$ cat src/rtl/led_fade_seq_pkg.sv
// led_fade_pkg: shared states and constants for the LED fade sequencer
package led_fade_pkg;
    typedef enum logic [1:0] {IDLE, WAIT, WRITE, DONE} state_t;
    localparam int NUM_CH = 3;
    localparam logic [1:0] CH_INVALID = 2'd3;
    localparam int DUTY_W = 8;
endpackage

$ cat src/rtl/led_fade_seq_duty_step.sv
// duty_step: moves one duty byte one count toward its target
module duty_step
    import led_fade_pkg::*;
(
    input  logic [DUTY_W-1:0] cur,
    input  logic [DUTY_W-1:0] tgt,
    output logic [DUTY_W-1:0] nxt,
    output logic              eq
);
    assign eq  = cur == tgt;
    assign nxt = cur < tgt ? cur + 8'd1 : cur > tgt ? cur - 8'd1 : cur;
endmodule

$ cat src/rtl/led_fade_seq.sv
// led_fade_seq: fade sequencer and host-priority bus arbiter for the LED PWM registers
module led_fade_seq
    import led_fade_pkg::*;
#(
    parameter int RATE_W = 8
) (
    input  logic              Clk,
    input  logic              Reset,
    input  logic              CmdValid,
    output logic              CmdReady,
    input  logic [1:0]        CmdChan,
    input  logic [15:0]       CmdTarget,
    input  logic [RATE_W-1:0] CmdRate,
    input  logic              Abort,
    input  logic [2:0]        HostAddr,
    input  logic [15:0]       HostDataWr,
    input  logic              HostEn,
    input  logic              HostRd,
    input  logic              HostWr,
    output logic [2:0]        Addr,
    output logic [15:0]       DataWr,
    output logic              En,
    output logic              Rd,
    output logic              Wr,
    output logic              Busy,
    output logic              Done
);
    localparam logic [RATE_W-1:0] ONE = RATE_W'(1);

    state_t state, state_nxt;
    logic [15:0] sh [NUM_CH];
    logic [1:0] chan, cur_ch;
    logic [15:0] target, cur, tgt, nxt;
    logic [RATE_W-1:0] rate, cnt, rate_eff;
    logic eq_g, eq_r, host_wr, seq_wr;

    // In IDLE the step unit compares against the incoming command, otherwise against the latched fade
    assign cur_ch   = state == IDLE ? CmdChan : chan;
    assign tgt      = state == IDLE ? CmdTarget : target;
    assign cur      = cur_ch == 2'd0 ? sh[0] : cur_ch == 2'd1 ? sh[1] : cur_ch == 2'd2 ? sh[2] : '0;
    assign rate_eff = CmdRate == '0 ? ONE : CmdRate;
    assign host_wr  = HostEn & HostWr & (HostAddr < 3'(NUM_CH));

    duty_step u_green (.cur(cur[15:8]), .tgt(tgt[15:8]), .nxt(nxt[15:8]), .eq(eq_g));
    duty_step u_red   (.cur(cur[7:0]),  .tgt(tgt[7:0]),  .nxt(nxt[7:0]),  .eq(eq_r));

    // State register
    always_ff @(posedge Clk)
        state <= Reset ? IDLE : state_nxt;

    // Next state; Abort overrides everything outside IDLE
    always_comb begin
        state_nxt = state;
        unique case (state)
            IDLE:  if (CmdValid) state_nxt = (CmdChan == CH_INVALID || (eq_g && eq_r)) ? DONE : WAIT;
            WAIT:  if (cnt == ONE) state_nxt = WRITE;
            WRITE: if (!HostEn) state_nxt = nxt == target ? DONE : WAIT;
            DONE:  state_nxt = IDLE;
        endcase
        if (state != IDLE && Abort) state_nxt = IDLE;
    end

    // Outputs and bus mux; the host always wins the bus
    always_comb begin
        seq_wr   = state == WRITE && !HostEn && !Abort && !Reset;
        CmdReady = state == IDLE;
        Busy     = state != IDLE;
        Done     = state == DONE && !Abort && !Reset;
        Addr     = HostEn ? HostAddr : {1'b0, chan};
        DataWr   = HostEn ? HostDataWr : nxt;
        En       = HostEn ? 1'b1 : seq_wr;
        Rd       = HostEn & HostRd;
        Wr       = HostEn ? HostWr : seq_wr;
    end

    // Shadow snooping, command latch and step counter
    always_ff @(posedge Clk) begin
        if (Reset) begin
            for (int i = 0; i < NUM_CH; i++) sh[i] <= '0;
            cnt    <= '0;
            rate   <= '0;
            chan   <= '0;
            target <= '0;
        end else begin
            for (int i = 0; i < NUM_CH; i++)
                if (host_wr && HostAddr == 3'(i)) sh[i] <= HostDataWr;
                else if (seq_wr && chan == 2'(i)) sh[i] <= nxt;
            if (state == IDLE && CmdValid) begin
                chan   <= CmdChan;
                target <= CmdTarget;
                rate   <= rate_eff;
                cnt    <= rate_eff;
            end else if (state == WAIT) cnt <= cnt - ONE;
            else if (seq_wr) cnt <= rate;
        end
    end
endmodule

$ cat config.mk
export PLATFORM = sky130hd
export DESIGN_NAME = led_fade_seq
export DESIGN_NICKNAME = d
export VERILOG_FILES = /design/src/rtl/led_fade_seq_pkg.sv /design/src/rtl/led_fade_seq_duty_step.sv /design/src/rtl/led_fade_seq.sv
export SDC_FILE = /design/constraint.sdc
export NUM_CORES = 1
export LEC_CHECK = 0
export CORE_MARGIN = 8
export CORE_UTILIZATION = 50
export DETAILED_ROUTE_END_ITERATION = 6
export GPL_TIMING_DRIVEN = 0
export PLACE_DENSITY_LB_ADDON = 0.08
export SYNTH_ARGS = -nofsm -noshare
export SYNTH_HDL_FRONTEND = slang
export SYNTH_HIERARCHICAL = 1
export SYNTH_SLANG_ARGS = --single-unit
$ cat constraint.sdc
create_clock -name Clk -period 16.2 [get_ports Clk]
set_input_delay 3.24 -clock Clk [delete_from_list [all_inputs] [get_ports Clk]]
set_output_delay 3.24 -clock Clk [all_outputs]
set_load 0.05 [all_outputs]
-- After elaboration in Yosys (flattened, before gate mapping)
Memories as Yosys holds them, arrays and structs flattened.
Index checks and enable logic that the tools add are counted.
- register bits: 36
- RAM bits: 48
- bits of input ports: 52
- output and inout bits: 25
- logic and storage cells: 121
- memories: 1
- add/subtract/negate cells: 5
- order comparisons: 5
- equal/unequal tests: 17
- multiplexer cells: 52
- bitwise operators: 9
- reduce and logical (&&, ||, !) cells: 27
- memory list (memory ; words ; bits a word ; read ports ; clocked after memory_dff ; wr ports ; RTL line ; source):
    sh ; 3 ; 16 ; 3 ; 0 ; 3 ; led_fade_seq.sv:31 ; logic [15:0] sh [NUM_CH];
- operators with widths (kind ; count):
    two-way mux 16 bit ; 11
    two-way mux 8 bit ; 8
    two-way mux 1 bit ; 25
    subtractor 8 x 1 -> 8 bit (second input constant) ; 3
    adder 8 x 1 -> 8 bit (second input constant) ; 2
    equality test 16 bit ; 1
    equality test 8 bit ; 2
    greater-than comparator 8 bit ; 2
    < comparator 8 bit ; 2
    logical AND 1 bit ; 14
    two-way mux 2 bit ; 6
    equality test 2 bit (second input constant) ; 5
    equality test 8 x 1 -> 1 bit (second input constant) ; 1
    logical NOT 8 bit ; 1
    one-hot mux 2 bit (4 select lines) ; 1
    equality test 2 x 1 -> 1 bit (second input constant) ; 3
    logical NOT 2 bit ; 3
    != test 2 bit (second input constant) ; 3
    OR 1 bit ; 6
    AND 1 bit ; 3
    equality test 3 x 1 -> 1 bit (second input constant) ; 1
    equality test 3 x 2 -> 1 bit (second input constant) ; 1
    logical NOT 1 bit ; 3
    logical NOT 3 bit ; 1
    other kinds (7) ; 7

-- Depth between registers and ports, before layout
Gate-level depths: netlist of the first run.
- word-level depth: 13
- gate-level depth with buffers: 22
- depth with buffers taken out: 19

-- Modules after synthesis
The synthesis of the first run kept the hierarchy.
- modules (own cells, without submodules) (module ; times used ; cells each ; area an instance (µm²) ; seq. area each (µm²)):
    led_fade_seq ; 1 ; 468 ; 4665.7 ; 2162.1
    duty_step ; 2 ; 65 ; 520.5 ; 0.0

-- Least setup slack after synthesis of the first run
Ideal clock, no wire load.
- path kind: input -> output
- start point: input port CmdChan[1]
- end point: output port DataWr[13]
- arrival: 6476 ps
- setup slack: 6484 ps
- stages on the path: 12
- path buffers: 1
- cell sequence: mux2i_2 -> buf_2 -> mux2i_1 -> o21ai_0 -> ha_1 -> nand4_1 -> nor2_4 -> nor3b_2 -> a31oi_2 -> o32ai_2 -> xor2_1 -> mux2_2
- longest elaborated chain between the ends: 9
- ends and longest elaborated chain (item ; RTL line ; source):
    start: declaration ; led_fade_seq.sv:11 ; input logic [1:0] CmdChan,
    two-way mux 2 bit (*) ; led_fade_seq.sv:38 ; assign cur_ch = state == IDLE ? CmdChan : chan;
    equality test 2 bit ; led_fade_seq.sv:40 ; assign cur = cur_ch == 2'd0 ? sh[0] : cur_ch == 2'd1 ? sh[1] : cur_ch == 2'd2 ? sh[2] : '0;
    two-way mux 16 bit (2 in a row) ; led_fade_seq.sv:40 ;
    two-way mux 16 bit (*) ; led_fade_seq.sv:40 ;
    via cur[11] ; led_fade_seq.sv:33 ; logic [15:0] target, cur, tgt, nxt;
    subtractor 8 x 1 -> 8 bit / greater-than comparator 8 bit (equally long branches) ; led_fade_seq_duty_step.sv:11 ; assign nxt = cur < tgt ? cur + 8'd1 : cur > tgt ? cur - 8'd1 : cur;
    two-way mux 8 bit ; led_fade_seq_duty_step.sv:11 ;
    two-way mux 8 bit (*) ; led_fade_seq_duty_step.sv:11 ;
    via nxt[13] ; led_fade_seq.sv:33 ;
    two-way mux 16 bit (*) ; led_fade_seq.sv:70 ; DataWr = HostEn ? HostDataWr : nxt;
    end: declaration ; led_fade_seq.sv:21 ; output logic [15:0] DataWr,
The timed path passes the listed nets; every way through them passes the cells marked *.

-- Final worst setup path of the first run
- start point: input port CmdChan[1]
- end point: output port DataWr[15]
Same word-level chain as after synthesis.

==> reports/metrics.yaml, run 1 <==
endpoint_kind: "output pin"
clock_skew_ns: 0.004656
rsz0062_at_grt: "false"
max-slew-margin-rel: 0.1550
crit_arrival_ns: 8.69
initial_utilization: 0.5063
worstPathRequired_ns: 12.96
grt-ovfl-total: 0
first_global_vias: 4708
power.leakage_nw: 2.847
numCtsBuffers: 9
syn_area_mm2: 0.005707
clk_latency_ns: 0.34
die-area_mm2: 0.01509
p_per_area_mw_per_mm2: 142.4
cts_post_setup_buffers_inserted: 0
ys_warn_count: 6
combPwrFrac: 0.510
grt_first_pass_wirelength_um: 24810
final.min_clock_period_ns: 11.93
fill_cells: 989
setup.worst_path.class: "in2out"
hold_buffers: 0
cts_buffer_depth: 2
path_clk_slew_ns: 0.06
async_flop_share: 0
nets: 759
final_hold_viol_count: 0
synth.top_cell.area_share: 0.2526
clockRootBuffer: "clkbuf_16"
synth_seq_cells: 84
internal_power_uw: 571.9
io_pins: 77
setup_viol: 0
fin_setup_tns_ns: 0
layout_commonest_cell: "nand2_1"
syn-num-nets: 672
syn_area_per_cell_um2: 9.543
yosysTopAreaCell: "edfxtp_1"
tritoncts: "built"
seq_area_mm2: 0.002162
multiInputGateArea_mm2: 0.003281
clock-sinks: 84
die_w_um: 122.8
period_share: 0.7366
synthDistinctLibCells: 57
dp_hpwl_um: 12110
grt_max_degree: 17
start_kind: "input port"
first_pass_iters: 5
syn_inst: 598
max_cap_violations: 0
switching_share: 0.4231
synth_edf_count: 48
antenna_found_initial: 0
place.gp.congestion: 0.8899
h-tree-depth: 3
synthTopCellsByArea: "edfxtp_1, dfxtp_1, mux2_2"
clkPwrFrac: 0.225
synth-main-ff-cell: "edfxtp_1"
p_seq_frac: 0.265
final_cell_mix: "nand2_1, clkdlybuf4s50_1, edfxtp_1"
dieHeight_um: 122.8
ant_nets: 0
track_usage: 0.2131
p_switching_uw: 419.4
cts_resized: 0
tightest_slew_ns: 1.254
core_area_mm2: 0.01127
hold_path_class: "reg2reg"
drive_gt1_frac: 0.1217
p_total_uw: 991.3
drt-initial-drc-count: 361
avgRoutedWirePerCell_um: 19.15
drc: 0
area_delta_synth_final_pct: 22.01
via_per_inst: 5.867
vias: 4887
yosysSeqAreaShare: 0.3789
row_count: 39
totalWireLength_um: 15950
portBuffers: 76
diodes: 0
irDropWorstVdd_mv: 0.06303
fmax_mhz: 83.80
final_max_slew_viol_count: 0
crit_fanout: 10
status: "finished clean"
-- critical path, cell delays in order --
cell and delay (ns):
clkdlybuf4s50_1 0.49, mux2i_2 0.64, buf_2 0.45, mux2i_1 0.13, o21ai_0 0.89, ha_1 0.33
nand4_1 0.24, nor2_4 0.26, nor3b_2 0.08, a31oi_2 0.25, o22ai_1 0.15, xor2_1 0.47
mux2_2 0.25, clkdlybuf4s50_1 0.80
-- area by class of cell --
class                           count  share of cell area
Multi-Input combinational cell    455              0.4712
Sequential cell                    84              0.3105
Timing Repair Buffer               76              0.1093
Clock buffer                        9             0.03235
Tap cell                          143             0.02570
Buffer                             35             0.02498
Clock inverter                      7             0.01312
Inverter                           24             0.01294
-- power by group through the flow --
| stage | clock network [mW] | logic (mW) | registers (mW) |
|---|---|---|---|
| floorplan | 0 | 0.367 | 0.263 |
| global placement | 0 | 0.490 | 0.266 |
| detailed placement | 0 | 0.502 | 0.267 |
| CTS | 0.224 | 0.504 | 0.262 |
| global route | 0.232 | 0.546 | 0.265 |
| finish | 0.223 | 0.505 | 0.263 |
-- per-layer routing --
metal	GRT usage	wire [um]
met1	0.2856	7176
met2	0.3384	7392
met3	0.04508	1140
met4	0.06321	243
met5	0	0
-- synth_stat cells, drive strengths merged (8+ instances only) --
cell type,instances
edfxtp,48
a21oi,41
nand3,10
mux2i,39
nor3,10
inv,24
o21ai,27
clkbuf,24
xor2,25
ha,22
a22o,32
dfxtp,36
mux2,35
nor2b,10
nor3b,8
xnor2,9
nand2,80
nor2,33
buf,11
-- logic make-up after synthesis --
| logic type | synth area share |
|---|---|
| and+or+nand+nor | 0.1644 |
| AOI/OAI and AO/OA | 0.1719 |
| DFF | 0.3789 |
| muxes | 0.1381 |
| buffers and inverters | 0.04626 |
| xor gates and xnor gates | 0.05218 |
| adders and majority gates | 0.04823 |
-- flip-flops by register name, summed over array words and instances (netlist names) --
name / cells
state: 2
cnt: 8
rate: 8
target: 16
chan: 2
sh: 48
-- per-stage QoR --
stage / std cells / area, um^2 / hold slack [ns] / setup slack, ns / util
6_report: 833 / 6963 / 0.4603 / 4.267 / 0.6177
5_1_grt: 833 / 6963 / 0.4696 / 3.940 / 0.6177
4_1_cts: 833 / 6963 / 0.4597 / 4.313 / 0.6177
3_5_place_dp: 817 / 6646 / 0.4507 / 4.305 / 0.5896
3_3_place_gp: 817 / 6646 / 0.4441 / 4.408 / 0.5896
2_1_floorplan: 598 / 5707 / 0.4321 / 6.484 / -
-- worst paths after layout --
| kind | endpoint | start | cells after the start | slack [ns] |
|---|---|---|---|---|
| setup / recovery | DataWr[15] | CmdChan[1] | 14 | 4.27 |
| hold / removal | rate[0]$_SDFFE_PP0P_ | rate[0]$_SDFFE_PP0P_ | 2 | 0.46 |
| setup reg to reg | state[1]$_SDFFE_PP0P_ | state[1]$_SDFFE_PP0P_ | 18 | 10.34 |
| hold reg to reg | rate[0]$_SDFFE_PP0P_ | rate[0]$_SDFFE_PP0P_ | 2 | 0.46 |
No activity file was read; power rests on OpenSTA's default activity.
==> run 2, diff against run 1 <==
clock period = 11.9 ns   (was 16.2 ns; I/O delays follow)
==> results of run 2 <==
Same layout as run 1 (identical final DEF). Status: finished clean.
Among the figures that moved: setup slack after placement 4.305 ns -> 1.725 ns; setup slack after layout 4.267 ns -> 1.687 ns; register-to-register setup slack 10.34 ns -> 6.04 ns; total power 0.9913 mW -> 1.349 mW; worst IR drop on VDD 0.06303 mV -> 0.08581 mV
